`src/rtl/memory_value_serializer_pkg.sv`:
```
// Shared types and helpers for the memory value serializer.
package memory_pkg;

  typedef enum logic {SER_IDLE, SER_STREAM} ser_state_t;

  // Requests longer than the stored value are clamped to the full value.
  function automatic int clamp_beats(input int len, input int num_beats);
    return (len > num_beats) ? num_beats : len;
  endfunction

endpackage

```
`src/rtl/memory_value_serializer_if.sv`:
```
// Beat stream from the serializer toward the response encoder.
interface memory_value_serializer_if #(
  parameter int BEAT_WIDTH = 8
);
  // A beat transfers on any rising clk edge where out_valid & out_ready; once
  // out_valid is high, out_data/out_last hold and out_valid stays high until that edge.
  logic [BEAT_WIDTH-1:0] out_data;
  logic                  out_valid;
  logic                  out_ready;
  logic                  out_last;

  modport master (output out_data, output out_valid, output out_last, input out_ready);
  modport slave  (input out_data, input out_valid, input out_last, output out_ready);
endinterface

```
`src/rtl/memory_value_serializer_shift_reg.sv`:
```
// Value shift register presenting one beat at a time.
// Beat order is LSB-first unless MEMORY_SERIALIZER_MSB_FIRST_EN is defined.
module serializer_shift_reg #(
  parameter int VALUE_WIDTH = 64,
  parameter int BEAT_WIDTH  = 8
) (
  input  logic                   clk,
  input  logic                   rst_n,
  input  logic                   load,
  input  logic                   shift,
  input  logic [VALUE_WIDTH-1:0] load_value,
  output logic [BEAT_WIDTH-1:0]  beat
);

  logic [VALUE_WIDTH-1:0] sr;

  always_ff @(posedge clk) begin
    if (!rst_n) begin
      sr <= '0;
    end else if (load) begin
      sr <= load_value;
    end else if (shift) begin
`ifdef MEMORY_SERIALIZER_MSB_FIRST_EN
      sr <= sr << BEAT_WIDTH;
`else
      sr <= sr >> BEAT_WIDTH;
`endif
    end
  end

`ifdef MEMORY_SERIALIZER_MSB_FIRST_EN
  assign beat = sr[VALUE_WIDTH-1 -: BEAT_WIDTH];
`else
  assign beat = sr[BEAT_WIDTH-1:0];
`endif

endmodule

```
`src/rtl/memory_value_serializer.sv`:
```
// Latches a stored value on start and streams it out as beats with last/done.
// Optional MEMORY_SERIALIZER_MSB_FIRST_EN selects MSB-first beat order.
module memory_value_serializer
  import memory_pkg::*;
#(
  parameter int VALUE_WIDTH = 64,
  parameter int BEAT_WIDTH  = 8,
  localparam int NUM_BEATS  = VALUE_WIDTH / BEAT_WIDTH,
  localparam int LEN_W      = $clog2(NUM_BEATS + 1)
) (
  input  logic                      clk,
  input  logic                      rst_n,
  input  logic                      start,
  input  logic [VALUE_WIDTH-1:0]    value_in,
  input  logic [LEN_W-1:0]          length_in,
  output logic                      busy,
  output logic                      done,
  output ser_state_t                state_dbg,
  memory_value_serializer_if.master out_if
);

  ser_state_t       state, state_next;
  logic [LEN_W-1:0] count, count_next;
  logic             done_next;
  logic             load, shift;
  logic [BEAT_WIDTH-1:0] beat;

  serializer_shift_reg #(
    .VALUE_WIDTH (VALUE_WIDTH),
    .BEAT_WIDTH  (BEAT_WIDTH)
  ) u_shift_reg (
    .clk        (clk),
    .rst_n      (rst_n),
    .load       (load),
    .shift      (shift),
    .load_value (value_in),
    .beat       (beat)
  );

  always_ff @(posedge clk) begin
    if (!rst_n) begin
      state <= SER_IDLE;
      count <= '0;
      done  <= 1'b0;
    end else begin
      state <= state_next;
      count <= count_next;
      done  <= done_next;
    end
  end

  // Start is only looked at in IDLE, so a start during a transfer is dropped.
  always_comb begin
    state_next = state;
    count_next = count;
    done_next  = 1'b0;
    load       = 1'b0;
    shift      = 1'b0;
    unique case (state)
      SER_IDLE: begin
        if (start) begin
          if (length_in == '0) begin
            done_next = 1'b1;
          end else begin
            load       = 1'b1;
            count_next = LEN_W'(clamp_beats(int'(length_in), NUM_BEATS));
            state_next = SER_STREAM;
          end
        end
      end
      SER_STREAM: begin
        if (out_if.out_ready) begin
          shift      = 1'b1;
          count_next = count - LEN_W'(1);
          if (count == LEN_W'(1)) begin
            done_next  = 1'b1;
            state_next = SER_IDLE;
          end
        end
      end
      default: state_next = SER_IDLE;
    endcase
  end

  assign busy             = (state == SER_STREAM);
  assign state_dbg        = state;
  assign out_if.out_valid = (state == SER_STREAM);
  assign out_if.out_last  = (state == SER_STREAM) && (count == LEN_W'(1));
  assign out_if.out_data  = beat;

endmodule

```
`src/flat_wrapper.sv`:
```
// flat-port wrapper written by rule: the top's interface ports become plain ports
module memory_value_serializer_flat import memory_pkg::*;
#(
  parameter int VALUE_WIDTH = 64,
  parameter int BEAT_WIDTH  = 8,
  localparam int NUM_BEATS  = VALUE_WIDTH / BEAT_WIDTH,
  localparam int LEN_W      = $clog2(NUM_BEATS + 1)
)
  (clk, rst_n, start, value_in, length_in, busy, done, state_dbg, out_if_out_data, out_if_out_valid, out_if_out_last, out_if_out_ready);
  memory_value_serializer_if #(.BEAT_WIDTH(BEAT_WIDTH)) out_if_i ();
  input  logic clk;
  input  logic rst_n;
  input  logic start;
  input  logic [VALUE_WIDTH-1:0] value_in;
  input  logic [LEN_W-1:0] length_in;
  output logic busy;
  output logic done;
  output ser_state_t state_dbg;
  output wire logic [$bits(out_if_i.out_data)-1:0] out_if_out_data;
  output wire logic [$bits(out_if_i.out_valid)-1:0] out_if_out_valid;
  output wire logic [$bits(out_if_i.out_last)-1:0] out_if_out_last;
  input wire logic [$bits(out_if_i.out_ready)-1:0] out_if_out_ready;
  assign out_if_out_data = out_if_i.out_data;
  assign out_if_out_valid = out_if_i.out_valid;
  assign out_if_out_last = out_if_i.out_last;
  assign out_if_i.out_ready = out_if_out_ready;
  memory_value_serializer #(.VALUE_WIDTH(VALUE_WIDTH), .BEAT_WIDTH(BEAT_WIDTH)) u_core (.clk(clk), .rst_n(rst_n), .start(start), .value_in(value_in), .length_in(length_in), .busy(busy), .done(done), .state_dbg(state_dbg), .out_if(out_if_i));
endmodule
```
`config.mk`:
```
export PLATFORM = sky130hd
export DESIGN_NAME = memory_value_serializer_flat
export DESIGN_NICKNAME = d
export VERILOG_FILES = /design/src/rtl/memory_value_serializer_pkg.sv /design/src/rtl/memory_value_serializer_if.sv /design/src/rtl/memory_value_serializer_shift_reg.sv /design/src/rtl/memory_value_serializer.sv /design/src/flat_wrapper.sv
export SDC_FILE = /design/constraint.sdc
export NUM_CORES = 1
export LEC_CHECK = 0
export BUFFER_PORTS_ARGS = -buffer_cell sky130_fd_sc_hd__buf_2
export CORE_MARGIN = 2
export CORE_UTILIZATION = 55
export CTS_CLUSTER_SIZE = 16
export DETAILED_ROUTE_END_ITERATION = 10
export GPL_ROUTABILITY_DRIVEN = 1
export HOLD_SLACK_MARGIN = 0.06
export PLACE_DENSITY = 0.81
export SLEW_MARGIN = 40
export SYNTH_ARGS = -nofsm -noshare
export SYNTH_HDL_FRONTEND = slang
export SYNTH_HIERARCHICAL = 1
export SYNTH_SLANG_ARGS = --single-unit
```
`constraint.sdc`:
```
create_clock -name clk -period 2.5 [get_ports clk]
set_clock_uncertainty 0.2 [all_clocks]
set_input_delay 0.625 -clock clk [delete_from_list [all_inputs] [get_ports clk]]
set_output_delay 0.625 -clock clk [all_outputs]
set_load 0.05 [all_outputs]
```
==> out/metrics.yaml <==
outcome: "finished clean"
rows: 30
crit_path_end_kind: "output pin"
start_util_pct: 57.09
grt_pass1_wl_mm: 11.90
use_met2_pct: 30.35
via_count: 2676
timing.rr.start: "u_core/busy"
p_leak_nw: 2.432
yosys.area_share.simple_pct: 15.30
grt_use_total_pct: 19.77
clockPowerShare_pct: 32.7
hpwl_mm: 5.082
setup.worst_path.start: "u_core/count[0]"
crit_arrival_ns: 1.37
yosys_register_bits: 70
routabilityCongestion: 0.7676
comb_power_share_pct: 22.1
fmax_ghz: 0.4548
worstSetupPathType: "reg -> out"
seqPwrFrac_pct: 45.2
drive_above_1_share_pct: 42.01
hp-class: "reg -> reg"
cts_tree: "built"
fin_nets: 476
swShare_pct: 27.34
grtUsageMet3_pct: 3.110
antenna_found_initial: 0
ys_seq_area_share_pct: 35.93
critPathSlowestCell: "dfxtp_1"
fill_cells: 576
clk_pin_slew_ns: 0.07
cts_buffer_depth: 2
synthMuxAreaShare_pct: 21.17
busiest_layer: "met2"
tightest_slew_ns: 0.5374
yosys_most_used_dff: "dfxtp_1"
max_cap_viol_count: 0
worstSkewPairLatency_ns: 0.34
slew_viol_final: 0
grt_pass1_vias: 2535
drc_errors: 0
syn_inst: 338
synth_area_per_cell_um2: 11.54
synth-compound-area-share_pct: 18.64
cp.required_ns: 1.67
critical_path_depth: 3
cp_max_fo: 5
ys_types: 34
diodes: 0
layout_common_cells: "buf_2, dfxtp_1, o211a_1, mux2_4, or2b_1"
drt_iter0_drc: 102
dieHeight_um: 88.21
finalNonFillerCells: 503
slew_headroom_pct: 64.09
place_ws_ns: 0.1726
synth_enable_flop_cells: 0
syn_area_um2: 3900
rsz0062_at_grt: "false"
yosysWarningCount: 6
critPathBufInv: 1
internal_power_mw: 2.083
cts-root-buf: "clkbuf_8"
avgRoutedWirePerCell_um: 15.10
worstSetupEndpoint: "out_if_out_last"
crit_chain: "ha_1 > and3_1 > buf_2"
cts_hold_buf: 0
num_io_pins: 85
period_minus_slack_ns: 2.199
core-area_um2: 6832
startpoint_type: "register"
overflow: 0
yosys.area_share.xor_xnor_pct: 0.2246
dp.cells: 487
gr-usage-met1_pct: 27.24
grt_max_degree: 70
power_mw: 2.867
ant_nets: 0
crit_family: "flip-flops"
fin_setup_tns_ns: 0
r2r-end: "u_core/u_shift_reg/sr[28]"
switchingPower_uw: 784.0
finalHoldViolCount: 0
ctsResizeCount: 0
postCtsSetupRepairBufs: 0
ff2ff_path_depth: 5
port_buffers: 84
synth_top_family_by_area: "multiplexers"
syn_to_final_growth_pct: 14.89
synth_fa_ha_area_share_pct: 0.6416
finalCritPeriodShare_pct: 87.94
r2r_slack_ns: 0.44
setup_slack_ns: 0.3014
h-tree-depth: 3
die_x_um: 88.21
clkSinkCount: 70
powerDensity_nw_per_um2: 640.0
finalSetupViolations: 0
max_stage_delay_ns: 0.41
vias_per_cell: 5.320
fin_util_pct: 65.59
numCtsBuffers: 9
syn-num-nets: 412
first_pass_iters: 4
final_common_cell: "buf_2"
synthArstFlopShare_pct: 0
die_area_um2: 7780
wl_mm: 7.596
vdd_ir_drop_max_mv: 0.4032
power by group through the flow:
stage	clock, mW	sequential (mW)	combinational, mW
2_1_floorplan	0	1.30	0.528
3_5_place_dp	0	1.32	0.634
6_report	0.936	1.30	0.635
4_1_cts	0.959	1.30	0.639
3_3_place_gp	0	1.32	0.617
5_1_grt	1.01	1.31	0.683
cells in the mapped netlist (2+ instances only):
cell type | n | area share, %
o221ai_1 | 2 | 0.45
inv_1 | 5 | 0.48
clkbuf_1 | 13 | 1.3
buf_12 | 5 | 2.6
a21oi_1 | 3 | 0.38
ha_1 | 2 | 0.64
mux2_4 | 52 | 20
buf_4 | 11 | 2.1
dfxtp_1 | 70 | 36
or3b_1 | 8 | 1.8
or2b_1 | 35 | 6.7
nor2_1 | 4 | 0.38
buf_2 | 6 | 0.77
nand2_1 | 13 | 1.3
nand2b_1 | 21 | 3.4
mux2_2 | 4 | 1.2
a21boi_1 | 8 | 1.5
o211a_1 | 58 | 15
nand3_1 | 3 | 0.38
state kept, by name, indices dropped and copies added, names as in the netlist:
| signal | cells |
|---|---|
| u_core/u_shift_reg/sr | 64 |
| u_core/count | 4 |
| u_core/busy | 1 |
| u_core/done | 1 |
worst min-delay path by stage:
stage | slack, ns | to | start | cells after the start
floorplan | 0.27 | u_core/count[2] | u_core/count[2] | 2
finish | 0.31 | u_core/count[3] | u_core/count[3] | 2
global placement | 0.29 | u_core/count[2] | u_core/count[2] | 2
global route | 0.33 | u_core/count[3] | u_core/count[3] | 2
detailed placement | 0.31 | u_core/count[3] | u_core/count[3] | 2
CTS | 0.31 | u_core/u_shift_reg/sr[63] | value_in[63] | 3
logic make-up after synthesis:
kind of cell,after synthesis
multiplexers,56
buffers and inverters,44
AND/OR/NAND/NOR,89
adder cells (fa/ha/maj),2
flip-flops,70
XOR/XNOR,1
AO/OA/AOI/OAI,76
through the flow:
stage          instance area [um2]  hold WS, ns
2_1_floorplan                 3900       0.2676
3_3_place_gp                  4272       0.2874
3_5_place_dp                  4272       0.3053
4_1_cts                       4481       0.3055
5_1_grt                       4481       0.3278
6_report                      4481       0.3128
final cells by class:
type	instances	area, um2	area share, %
Inverter	6	23.77	0.5306
Clock inverter	5	57.56	1.285
Multi-Input combinational cell	224	2191	48.90
Clock buffer	11	151.4	3.379
Sequential cell	70	1401	31.28
Timing Repair Buffer	91	535.5	11.95
Tap cell	96	120.1	2.681
per-layer routing:
layer	up-vias	routed length [um]
met2	62	3470
met3	12	329
met4	0	163
li1	1329	-
met5	-	0
met1	1273	3633
worst min-delay path, delay by kind of cell, from the launching register on:
kind	cells	cell delay, ns
compound gates	1	0.07
simple gates	1	0.06
flops	1	0.34
No activity file was read; power rests on OpenSTA's default activity.
